**src/rtl/uart_tx_fifo.sv**
```systemverilog
// uart_tx_fifo: byte FIFO feeding a UART transmitter over an edge-triggered valid/ready handshake
module uart_tx_fifo #(
    parameter int DEPTH = 16,
    parameter int GAP = 2,
    localparam int AW = $clog2(DEPTH)
) (
    input  logic          clk,
    input  logic          rst,
    input  logic          wr_en,
    input  logic [7:0]    wr_data,
    input  logic          flush,
    output logic          full,
    output logic          empty,
    output logic [AW:0]   level,
    output logic          overflow,
    output logic          tx_data_valid,
    output logic [7:0]    tx_data,
    input  logic          tx_ready,
    output logic          busy
);
    typedef enum logic [1:0] {IDLE, ISSUE, DRAIN} state_t;
    localparam int GW = $clog2(GAP + 1);
    localparam logic [GW-1:0] GAP_LD = GW'(GAP);
    localparam logic [AW:0] LV1 = 1;
    localparam logic [AW:0] FULL_LV = (AW + 1)'(DEPTH);
    localparam logic [AW-1:0] P1 = 1;
    state_t state_q, state_d;
    logic [7:0] mem [DEPTH];
    logic [AW-1:0] wr_ptr, rd_ptr;
    logic [AW:0] level_d;
    logic [GW-1:0] gap_cnt;
    logic push, pop;
    assign push = wr_en && !full && !flush;
    assign pop = state_q == IDLE && !empty && tx_ready && gap_cnt == '0 && !flush;
    assign busy = state_q != IDLE || !empty;
    // next state: issue when a byte is waiting, wait for the latch ack, then wait for the frame to finish
    always_comb begin
        state_d = state_q;
        case (state_q)
            IDLE:    state_d = pop ? ISSUE : IDLE;
            ISSUE:   state_d = tx_ready ? ISSUE : DRAIN;
            DRAIN:   state_d = tx_ready ? IDLE : DRAIN;
            default: state_d = IDLE;
        endcase
    end
    // occupancy after this edge, ignoring flush
    always_comb begin
        level_d = level;
        if (push && !pop) level_d = level + LV1;
        else if (!push && pop) level_d = level - LV1;
    end
    // state register
    always_ff @(posedge clk or negedge rst) begin
        if (!rst) state_q <= IDLE;
        else state_q <= state_d;
    end
    // pointers, flags, registered handshake outputs and the inter-byte gap counter
    always_ff @(posedge clk or negedge rst) begin
        if (!rst) begin
            wr_ptr <= '0;
            rd_ptr <= '0;
            level <= '0;
            empty <= 1'b1;
            full <= 1'b0;
            overflow <= 1'b0;
            tx_data_valid <= 1'b0;
            tx_data <= 8'h00;
            gap_cnt <= GAP_LD;
        end else begin
            tx_data_valid <= state_d == ISSUE;
            overflow <= wr_en && full && !flush;
            if (pop) tx_data <= mem[rd_ptr];
            gap_cnt <= state_d == DRAIN ? GAP_LD :
                       (state_q == IDLE && gap_cnt != '0) ? gap_cnt - GW'(1) : gap_cnt;
            if (flush) begin
                wr_ptr <= '0;
                rd_ptr <= '0;
                level <= '0;
                empty <= 1'b1;
                full <= 1'b0;
            end else begin
                if (push) wr_ptr <= wr_ptr + P1;
                if (pop) rd_ptr <= rd_ptr + P1;
                level <= level_d;
                empty <= level_d == '0;
                full <= level_d == FULL_LV;
            end
        end
    end
    // storage needs no reset; only entries behind the pointers are ever read
    always_ff @(posedge clk) begin
        if (push) mem[wr_ptr] <= wr_data;
    end
endmodule

```
**config.mk**
```make
export PLATFORM = sky130hd
export DESIGN_NAME = uart_tx_fifo
export DESIGN_NICKNAME = d
export VERILOG_FILES = /design/src/rtl/uart_tx_fifo.sv
export SDC_FILE = /design/constraint.sdc
export NUM_CORES = 1
export LEC_CHECK = 0
export ABC_AREA = 0
export CAP_MARGIN = 25
export CORE_MARGIN = 2
export CORE_UTILIZATION = 44
export DETAILED_ROUTE_END_ITERATION = 10
export PLACE_DENSITY = 0.65
export SKIP_LAST_GASP = 1
export SYNTH_ARGS = -nofsm -noshare
export SYNTH_HDL_FRONTEND = slang
export SYNTH_SLANG_ARGS = --single-unit
```
**constraint.sdc**
```tcl
create_clock -name clk -period 1.9 [get_ports clk]
set_input_delay 0.475 -clock clk [delete_from_list [all_inputs] [get_ports clk]]
set_output_delay 0.475 -clock clk [all_outputs]
set_load 0.1 [all_outputs]
```
==> impl_metrics.py <==
metrics = {
    "floorplanning": {
        "fp-row-count": 44,
        "die-height_um": 126.1,
        "dieArea_um2": 15900,
        "coreArea_um2": 14530,
        "start_util_pct": 45.12,
        "die_x_um": 126.1,
        "pin_count": 31,
    },
    "synth": {
        "yosysWarnings": 0,
        "synth_cell_types": 43,
        "synth_seq_cells": 157,
        "synthesis.area_um2": 6558,
        "synthCells": 343,
        "synth_fp_nets": 364,
        "ys_seq_area_share_pct": 69.72,
        "synth_area_per_cell_um2": 19.12,
    },
    "place": {
        "place.gp.congestion": 0.8087,
        "dp_hpwl_um": 8975,
        "place_area_um2": 7800,
        "io_buffers": 30,
    },
    "cts": {
        "clock_sinks": 157,
        "clk_latency_ps": 430,
        "htree_num_levels": 4,
        "path_clk_slew_ps": 60,
        "cts_tree": "built",
        "clockRootBuffer": "clkbuf_16",
        "clk_path_buf_depth": 2,
        "cts_made_buffers": 17,
    },
    "detailed_routing": {
        "drc": 0,
        "drt_iter0_drc": 260,
        "num_vias": 3537,
        "wirelength_um": 13660,
        "avgViaCountPerCell": 5.527,
        "ant_nets": 0,
        "drtPass1Iterations": 5,
        "wl_per_cell_um": 21.34,
    },
    "pwr": {
        "pwr-share-seq_pct": 41.7,
        "leakagePower_nw": 3.023,
        "switchingPower_mw": 2.910,
        "internal_power_mw": 6.964,
        "vdd_drop_max_mv": 0.8999,
        "p_per_area_nw_per_um2": 1154,
        "clockPowerShare_pct": 34.2,
        "power_frac_comb_pct": 24.1,
        "swShare_pct": 29.47,
    },
    "cells_and_area": {
        "utilization_pct": 58.86,
        "postLayoutCellArea_um2": 8554,
        "multi_input_area_um2": 1967,
        "drive_gt1_share_pct": 43.20,
        "register_area_um2": 4587,
        "area_growth_pct": 30.45,
        "antenna_cells": 0,
        "fillerInstances": 1104,
        "fin_nets": 464,
    },
    "setup_path": {
        "cp_max_fo": 15,
        "crit_path_max_incr_delay_ps": 580,
        "crit_type": "reg -> reg",
        "cp.arrival_ps": 2480,
        "path_cells": "buf_12, buf_12, mux4_1, mux4_2, mux2_4",
        "cpMostUsedCell": "buf_12",
        "cp-start-kind": "flop",
        "startpoint": "rd_ptr[0]$_DFFE_PN0P_",
        "crit_slowest_cell": "mux4_1",
        "end_kind": "flop",
        "cp_data_required_time_ps": 2220,
        "worstReg2RegStart": "rd_ptr[0]$_DFFE_PN0P_",
    },
    "global_routing": {
        "grt_first_pass_wirelength_um": 21540,
        "grt_antenna_before_repair": 0,
        "grt_max_degree": 30,
        "grt_pass1_vias": 3721,
        "grt_use_total_pct": 18.61,
        "grt_overflow": 0,
    },
    "sta": {
        "layout_setup_ws_ps": -267.3,
        "finalSetupViolations": 8,
        "fmax_mhz": 461.4,
        "relSlewSlack_pct": 61.79,
        "rsz0062_at_grt": "yes",
        "fin_skew_ps": 13.01,
        "hold_violations": 0,
        "slew_viol_final": 0,
        "finalCritPeriodShare_pct": 114.1,
        "tightestPinTransition_ps": 571.4,
        "layout_min_cycle_time_ps": 2167,
    },
    "job": {
        "max_cap_violations": 0,
    },
    "min_path": {
        "min_path_type": "in -> async",
    },
    "run_status": {
        "violations": "negative setup slack",
        "status": "finished with violations",
    },
}
==> critical path, delay by kind of cell, from the launching register on <==
| kind | cells | cell delay, ps |
|---|---|---|
| muxes | 3 | 1320 |
| DFF | 1 | 410 |
| buffers and inverters | 2 | 310 |
==> power groups by stage <==
stage	clock, mW	sequential (mW)	combinational, mW
after floorplan	0	4.85	0.694
after global placement	0	4.17	2.20
after detailed placement	0	4.18	2.22
after CTS	3.43	4.13	2.33
after global routing	3.59	4.13	2.49
final	3.38	4.12	2.38
==> per-layer routing <==
| layer | track usage [%] | vias to the layer above | share of wire [%] |
|---|---|---|---|
| li1 | - | 1573 | - |
| met1 | 24.96 | 1851 | 44 |
| met2 | 30.01 | 92 | 50 |
| met3 | 4.673 | 21 | 4.3 |
| met4 | 6.399 | 0 | 1.8 |
| met5 | 0 | - | 0 |
==> cell usage in the layout, fill, tap and decap left out, types with 5 or more instances in the layout <==
| cell | synthesis | final |
|---|---|---|
| mux2_4 | 8 | 8 |
| clkbuf_16 | 0 | 17 |
| buf_4 | 0 | 56 |
| ha_1 | 8 | 7 |
| xnor2_1 | 8 | 7 |
| nand3_1 | 9 | 5 |
| mux4_1 | 30 | 14 |
| clkdlybuf4s50_1 | 0 | 11 |
| dfrtp_1 | 27 | 22 |
| nor2_2 | 1 | 13 |
| mux4_2 | 10 | 26 |
| nor2_1 | 28 | 12 |
| nand2_1 | 12 | 10 |
| inv_1 | 13 | 11 |
| buf_12 | 0 | 26 |
| edfxtp_1 | 128 | 128 |
==> kinds of logic (layout without fill, tap and decap cells) <==
group           Yosys count  after routing  synth area share, %
flops                   157            157                69.72
simple gates             67             67                4.904
mux                      49             49                17.46
buf+inv                  29            142                2.194
compound gates           21             21                2.595
xor+xnor                 12             12                1.603
fa+ha+maj                 8              8                1.526
==> final timing paths <==
check / end / slack (ps) / cells after the start
setup / recovery: tx_data[4]$_DFFE_PN0P_ / -270 / 5
hold / removal: rd_ptr[1]$_DFFE_PN0P_ / 410 / 2
setup reg to reg: tx_data[4]$_DFFE_PN0P_ / -270 / 5
hold reg to reg: gap_cnt[1]$_DFFE_PN1P_ / 530 / 2
max in group asynchronous: empty$_DFF_PN1_ / 1240 / 2
min in group clk: gap_cnt[1]$_DFFE_PN1P_ / 530 / 2
==> repair_timing <==
| item | in CTS | in global routing |
|---|---|---|
| gates resized for setup | 29 | 15 |
| buffers inserted | 1 | 4 |
| hold buffers | 0 | 0 |
| setup endpoints to repair | 10 | 19 |
| gates cloned | 2 | 0 |
| pin swaps | 2 | 8 |
==> cell type report <==
class	instances	share of cell area, %
sequential	157	53.62
multi-input combinational	157	22.99
timing repair buffer	97	13.21
clock buffer	24	5.631
tap	184	2.691
clock inverter	8	1.287
inverter	13	0.5704
==> metrics by stage <==
step | TNS [ps] | setup slack (ps) | power [mW] | hold slack (ps) | cells
2_1_floorplan | -765.2 | -90.17 | 5.547 | 179.4 | 343
3_3_place_gp | -41860 | -446.3 | 6.366 | 488.9 | 601
3_5_place_dp | -44440 | -455.6 | 6.404 | 522.8 | 601
4_1_cts | -1805 | -275.4 | 9.888 | 409.9 | 636
5_1_grt | -2358 | -305.9 | 10.21 | 422.9 | 640
6_report | -1698 | -267.3 | 9.874 | 414.5 | 640
==> cell usage after synthesis <==
| cell type | count | area share, % |
|---|---|---|
| nor2b_1 | 2 | 0.19 |
| a21o_1 | 1 | 0.11 |
| and2_1 | 1 | 0.095 |
| nand2_1 | 12 | 0.69 |
| nor2_1 | 28 | 1.6 |
| or2_2 | 1 | 0.095 |
| a41o_1 | 1 | 0.15 |
| dfstp_2 | 2 | 0.80 |
| a311oi_1 | 2 | 0.27 |
| buf_8 | 1 | 0.23 |
| clkbuf_1 | 9 | 0.52 |
| nor4bb_1 | 1 | 0.15 |
| o211ai_1 | 2 | 0.23 |
| buf_1 | 2 | 0.11 |
| o22ai_1 | 1 | 0.095 |
| xnor2_1 | 8 | 1.1 |
| edfxtp_1 | 128 | 59 |
| and3_1 | 1 | 0.095 |
| buf_6 | 3 | 0.52 |
| nor4_1 | 1 | 0.095 |
| xor2_1 | 4 | 0.53 |
| o41ai_2 | 2 | 0.50 |
| mux4_1 | 30 | 12 |
| nand2b_1 | 1 | 0.095 |
| a22oi_1 | 1 | 0.11 |
| nand3_1 | 9 | 0.69 |
| buf_2 | 1 | 0.076 |
| mux2_2 | 1 | 0.17 |
| nand4_1 | 3 | 0.29 |
| inv_1 | 13 | 0.74 |
| ha_1 | 8 | 1.5 |
| nor2_2 | 1 | 0.095 |
| a31o_2 | 2 | 0.27 |
| or3_1 | 3 | 0.29 |
| mux2_4 | 8 | 1.8 |
| o21ai_0 | 3 | 0.23 |
| o2111ai_1 | 3 | 0.40 |
| nand4bb_1 | 1 | 0.17 |
| and4bb_2 | 1 | 0.19 |
| a21oi_1 | 3 | 0.23 |
| mux4_2 | 10 | 3.4 |
| nor3_1 | 1 | 0.076 |
| dfrtp_1 | 27 | 10 |
==> sequential cells by signal, indices dropped and copies added (netlist names) <==
register       cells
wr_ptr             4
rd_ptr             4
overflow           1
level              5
tx_data            8
mem              128
gap_cnt            2
state_q            2
full               1
empty              1
tx_data_valid      1
Note: power is estimated with default switching activity, not from simulation.
